==> config.mk <==
export PLATFORM = sky130hd
export DESIGN_NAME = bridge_timer
export DESIGN_NICKNAME = d
export VERILOG_FILES = /design/src/rtl/bridge_timer.sv
export SDC_FILE = /design/constraint.sdc
export NUM_CORES = 1
export LEC_CHECK = 0
export ABC_AREA = 1
export BUFFER_PORTS_ARGS = -buffer_cell sky130_fd_sc_hd__buf_2
export CORE_ASPECT_RATIO = 1.2
export CORE_UTILIZATION = 45
export CTS_CLUSTER_DIAMETER = 60
export DETAILED_ROUTE_END_ITERATION = 12
export PLACE_DENSITY_LB_ADDON = 0.2
export RECOVER_POWER = 25
export SETUP_SLACK_MARGIN = 0.02
export SLEW_MARGIN = 30
export SYNTH_ARGS = -nofsm -noshare
export SYNTH_HDL_FRONTEND = slang
export SYNTH_SLANG_ARGS = --single-unit
==> constraint.sdc <==
create_clock -name clk -period 3.2 [get_ports clk]
set_input_delay 0.64 -clock clk [delete_from_list [all_inputs] [get_ports clk]]
set_output_delay 0.64 -clock clk [all_outputs]
set_load 0.02 [all_outputs]
==> src/rtl/bridge_timer.sv <==
// rtl/bridge_timer.sv - CPU data-memory decode and write steering for two on-chip timers TC0/TC1
//
// Decodes a MEM-stage word access, steers the write strobe to the timer whose
// 16-byte window matches addr[31:4], and returns the addressed register
// combinationally. Each timer runs an IDLE/LOAD/CNT/INT sequencer and raises
// a level interrupt gated by its CTRL.IM bit.
//
// Ports:
//   clk    - system clock, rising edge
//   reset  - synchronous active-high reset
//   addr   - byte address, addr[3:2] selects CTRL/PRESET/COUNT, addr[1:0] ignored
//   we     - word write strobe
//   wdata  - write data
//   rdata  - read data, zero latency, 0 when hit=0
//   hit    - addr maps to a valid timer register
//   irq    - irq[0]=TC0, irq[1]=TC1, pending & IM
//
// Optional macro TC_COUNT_WRITE_EN: makes COUNT (offset 2) writable; a write
// overrides that cycle's sequencer update of COUNT without changing its state.

module bridge_timer #(
    parameter logic [31:0] BASE0 = 32'h0000_7F00,
    parameter logic [31:0] BASE1 = 32'h0000_7F10
) (
    input  logic        clk,
    input  logic        reset,
    input  logic [31:0] addr,
    input  logic        we,
    input  logic [31:0] wdata,
    output logic [31:0] rdata,
    output logic        hit,
    output logic [1:0]  irq
);

    typedef enum logic [1:0] {
        IDLE = 2'd0,
        LOAD = 2'd1,
        CNT  = 2'd2,
        INTR = 2'd3
    } state_t;

    logic [1:0]  sel;
    logic [1:0]  off;
    logic [31:0] rd_val [2];
    logic        unused_addr;

    assign sel[0]      = (addr[31:4] == BASE0[31:4]);
    assign sel[1]      = (addr[31:4] == BASE1[31:4]);
    assign off         = addr[3:2];
    assign unused_addr = ^addr[1:0];

    assign hit   = (|sel) && (off != 2'd3);
    assign rdata = !hit ? 32'd0 : (sel[0] ? rd_val[0] : rd_val[1]);

    for (genvar i = 0; i < 2; i++) begin : g_tc
        state_t      state, state_n;
        logic        en, en_n;
        logic [1:0]  mode, mode_n;
        logic        im, im_n;
        logic [31:0] preset, preset_n;
        logic [31:0] count, count_n;
        logic        pending, pending_n;
        logic        wr_ctrl, wr_preset;
        logic        auto_reload;
        logic        set_pend;

        assign wr_ctrl     = we && sel[i] && (off == 2'd0);
        assign wr_preset   = we && sel[i] && (off == 2'd1);
        // MODE 1x behaves as one-shot
        assign auto_reload = (mode == 2'b01);

`ifdef TC_COUNT_WRITE_EN
        logic wr_count;
        assign wr_count = we && sel[i] && (off == 2'd2);
`endif

        always_comb begin
            state_n   = state;
            en_n      = en;
            mode_n    = mode;
            im_n      = im;
            preset_n  = preset;
            count_n   = count;
            pending_n = pending;
            set_pend  = 1'b0;

            case (state)
                IDLE: begin
                    if (en) state_n = LOAD;
                end
                LOAD: begin
                    count_n = preset;
                    state_n = CNT;
                end
                CNT: begin
                    if (!en) begin
                        state_n = IDLE;
                    end else if (count > 32'd1) begin
                        count_n = count - 32'd1;
                    end else begin
                        count_n = 32'd0;
                        state_n = INTR;
                    end
                end
                INTR: begin
                    set_pend = 1'b1;
                    // EN already cleared by software forces IDLE even in auto-reload
                    if (!en || !auto_reload) begin
                        en_n    = 1'b0;
                        state_n = IDLE;
                    end else begin
                        state_n = LOAD;
                    end
                end
                default: state_n = IDLE;
            endcase

            // Set beats any clear; auto-reload turns pending into a one-cycle pulse
            if (set_pend)
                pending_n = 1'b1;
            else if (wr_ctrl || wr_preset || auto_reload)
                pending_n = 1'b0;

            // CPU writes come last so they override the sequencer (EN clear in INTR)
            if (wr_ctrl) begin
                en_n   = wdata[0];
                mode_n = wdata[2:1];
                im_n   = wdata[3];
            end
            if (wr_preset) preset_n = wdata;
`ifdef TC_COUNT_WRITE_EN
            if (wr_count) count_n = wdata;
`endif
        end

        always_ff @(posedge clk) begin
            if (reset) begin
                state   <= IDLE;
                en      <= 1'b0;
                mode    <= 2'b00;
                im      <= 1'b0;
                preset  <= 32'd0;
                count   <= 32'd0;
                pending <= 1'b0;
            end else begin
                state   <= state_n;
                en      <= en_n;
                mode    <= mode_n;
                im      <= im_n;
                preset  <= preset_n;
                count   <= count_n;
                pending <= pending_n;
            end
        end

        assign irq[i]    = pending & im;
        assign rd_val[i] = (off == 2'd0) ? {28'd0, im, mode, en} :
                           (off == 2'd1) ? preset :
                           (off == 2'd2) ? count  : 32'd0;
    end

endmodule

==> results.cfg <==
[setup_path]
rrSetupSlack_ns = 0.39
worst-path-buf-inv = 4
r2r_end = g_tc[1].count[27]$_SDFFE_PP0P_
critPathKind = input port to primary output
critPathTopFamily = simple AND/OR/NAND/NOR gates
required_ns = 2.56
worstPathArrival_ns = 2.29
reg2reg_depth = 13
cpPeakStageDelay_ns = 0.21
critPathLaunch = addr[29]
crit_chain = buf_2 -> nor2_1 -> nand2_1 -> nor2_1 -> nand2_1 -> nor2_1 -> inv_1 -> buf_12 -> o221ai_1 -> o21ai_0 -> nor2_1 -> buf_2
cp.depth = 12
cp_common_cell = nor2_1
worstPathMaxFanout = 56
slowest_stage = nor2_1
cp-end-kind = primary output
r2r-start = g_tc[1].count[0]$_SDFFE_PP0P_
startpoint_type = input port

[floorplanning]
start_util = 0.465
rows = 56
die_area_um2 = 21000
core_um2 = 19800
dieWidth_um = 132
die_h_um = 159
ios = 102

[synth]
synth_warnings = 0
synth_compound_area_frac = 0.247
synth_fp_nets = 1514
ys_types = 36
synth_top_family_by_area = simple AND/OR/NAND/NOR gates
syn_area_per_cell_um2 = 6.37
synth-xor-area-share = 0.0210
synth_fa_ha_area_frac = 0.00544
synth_cells = 1443
syn_area_um2 = 9200
muxShareOfSynthArea = 0
synth_simple_gate_area_frac = 0.295
synth.yosys.seq_area_share = 0.309
ys_seq_elements = 142

[placement]
port_buffers = 99
dp_hpwl_um = 22100
gp_congestion = 0.955
placed_cells_incl_taps = 1748

[timing]
hold_viol_final = 0
slew_violations = 0
rsz0062_at_grt = false
finalCritPeriodShare = 0.915
finalCriticalPeriod_ns = 2.93
setup_viol = 0
fin_setup_tns_ns = 0
worstMarginPinSlew_ns = 1.43
max_freq_mhz = 342
finClkSkew_ns = 0.0101
relSlewSlack = 0.0452

[worst_hold_path]
hold_depth = 2
worstHoldEndpoint = g_tc[1].count[15]$_SDFFE_PP0P_
hp-class = flop to flop
min_from = g_tc[1].preset[15]$_SDFFE_PP0P_

[global_routing]
antenna_found_initial = 1
first_global_vias = 8848
grt_use_met2 = 0.490
grt_pass1_wl_um = 47200
grt_use_met1 = 0.379
grt_util_met3 = 0.0478
grt.busiest_layer = met2
grt_overflow_total = 0
grt_max_degree = 57
grt_usage = 0.291

[routing]
wirelength_um = 30400
wl_per_cell_um = 17.0
drt_iter0_drc = 997
final_antenna_net_count = 0
first_pass_iters = 5
num_vias = 9679
viasPerCell = 5.43
post-route-drc-count = 0

[cts]
cts_setup_buffers = 0
cts_sinks = 142
cts_buffers = 17
hold_buffers = 0
cts_resized = 0
htreeDepth = 4
cts_max_path_buffers = 2
path_clk_slew_ns = 0.06
clock_latency_ns = 0.43
clockRootBuffer = clkbuf_16
cts_tree = built

[power_and_ir_drop]
p_per_area_nw_per_um2 = 397
ir_drop_v = 0.000352
leakage_nw = 4.52

[run]
drv_cap = 0

[cells_and_area]
final_cells = 1781
area_growth_pct = 13.1
drive_gt1_frac = 0.146
final_nets = 1577
finish.utilization = 0.526

[outcome]
outcome = finished, final reports clean
## state kept, by name, indices dropped and copies added, names as in the netlist
register and cells:
g_tc.count 64, g_tc.en 2, g_tc.im 2, g_tc.mode 4
g_tc.pending 2, g_tc.preset 64, g_tc.state 4
## stage by stage
stage	setup WS [ns]	hold slack, ns	area (um^2)	power, mW
CTS	0.327	0.462	10500	4.14
floorplan	0.631	0.437	9200	1.88
global placement	0.344	0.449	9820	1.98
global route	0.0926	0.479	10400	4.24
finish	0.272	0.464	10400	4.13
detailed placement	0.331	0.453	9820	1.98
## cell usage in the layout, fill, tap and decap left out, types with 19 or more instances in the layout
cell type and count:
a21oi_1 106, a211oi_2 27, buf_2 95, o221ai_1 28
o21ai_0 106, o21ai_1 36, nand3_1 60, dfxtp_1 142
o22ai_1 40, nor2_1 200, inv_1 194, nand2_1 322
nand4_1 19, xor2_1 20
## layer usage
layer	vias up	share of wire
met4	0	0.025
met1	4462	0.44
met3	52	0.057
met5	-	0
met2	315	0.48
li1	4850	-
## cells by family (layout without fill, tap and decap cells)
family                   Yosys count  after routing
flip-flops                       142            142
AO/OA/AOI/OAI                    362            362
AND/OR/NAND/NOR                  640            640
buffers and inverters            273            349
adder cells (fa/ha/maj)            4              4
XOR/XNOR                          22             22
other                              0              1
## Yosys cell counts (all sizes together)
library cell / count / area share
a211oi: 33 / 0.043
o221ai: 28 / 0.027
ha: 4 / 0.0054
o21a: 1 / 0.00095
nand3b: 2 / 0.0016
inv: 203 / 0.083
or2: 1 / 0.00068
o22ai: 48 / 0.038
o211ai: 2 / 0.0016
clkbuf: 35 / 0.014
xor2: 20 / 0.019
o31ai: 1 / 0.00082
nor2: 219 / 0.10
xnor2: 2 / 0.0019
nand4: 19 / 0.013
nor3: 6 / 0.0044
a21oi: 106 / 0.058
nand3: 61 / 0.034
buf: 35 / 0.025
nand2: 332 / 0.14
dfxtp: 142 / 0.31
o21ai: 143 / 0.078
## worst register-to-register path, delay by kind of cell (launching register included)
kind,cells,cell delay [ns]
flops,1,0.44
compound gates,1,0.12
fa+ha+maj,1,0.28
simple gates,9,1.74
buf+inv,2,0.17
## area by class of cell
cell class / count / area, um^2
Sequential cell: 142 / 2840
Fill cell: 2079 / 9360
Antenna cell: 1 / 2.50
Inverter: 203 / 762
Tap cell: 261 / 327
Timing Repair Buffer: 114 / 642
Clock buffer: 19 / 453
Multi-Input combinational cell: 1028 / 5180
Clock inverter: 13 / 188
## how the worst max path moves through the flow
| stage | end | slack (ns) |
|---|---|---|
| finish | rdata[21] | 0.27 |
| global route | g_tc[1].count[31]$_SDFFE_PP0P_ | 0.09 |
| CTS | rdata[21] | 0.33 |
| detailed placement | rdata[21] | 0.33 |
| global placement | rdata[21] | 0.34 |
| floorplan | rdata[11] | 0.63 |
## report_power, final
| group | switching [mW] | internal (mW) | total (mW) |
|---|---|---|---|
| Clock | 0.834 | 1.35 | 2.18 |
| Sequential | 0.00000967 | 1.77 | 1.77 |
| Combinational | 0.124 | 0.0532 | 0.177 |
(Power assumes the default switching activity.)
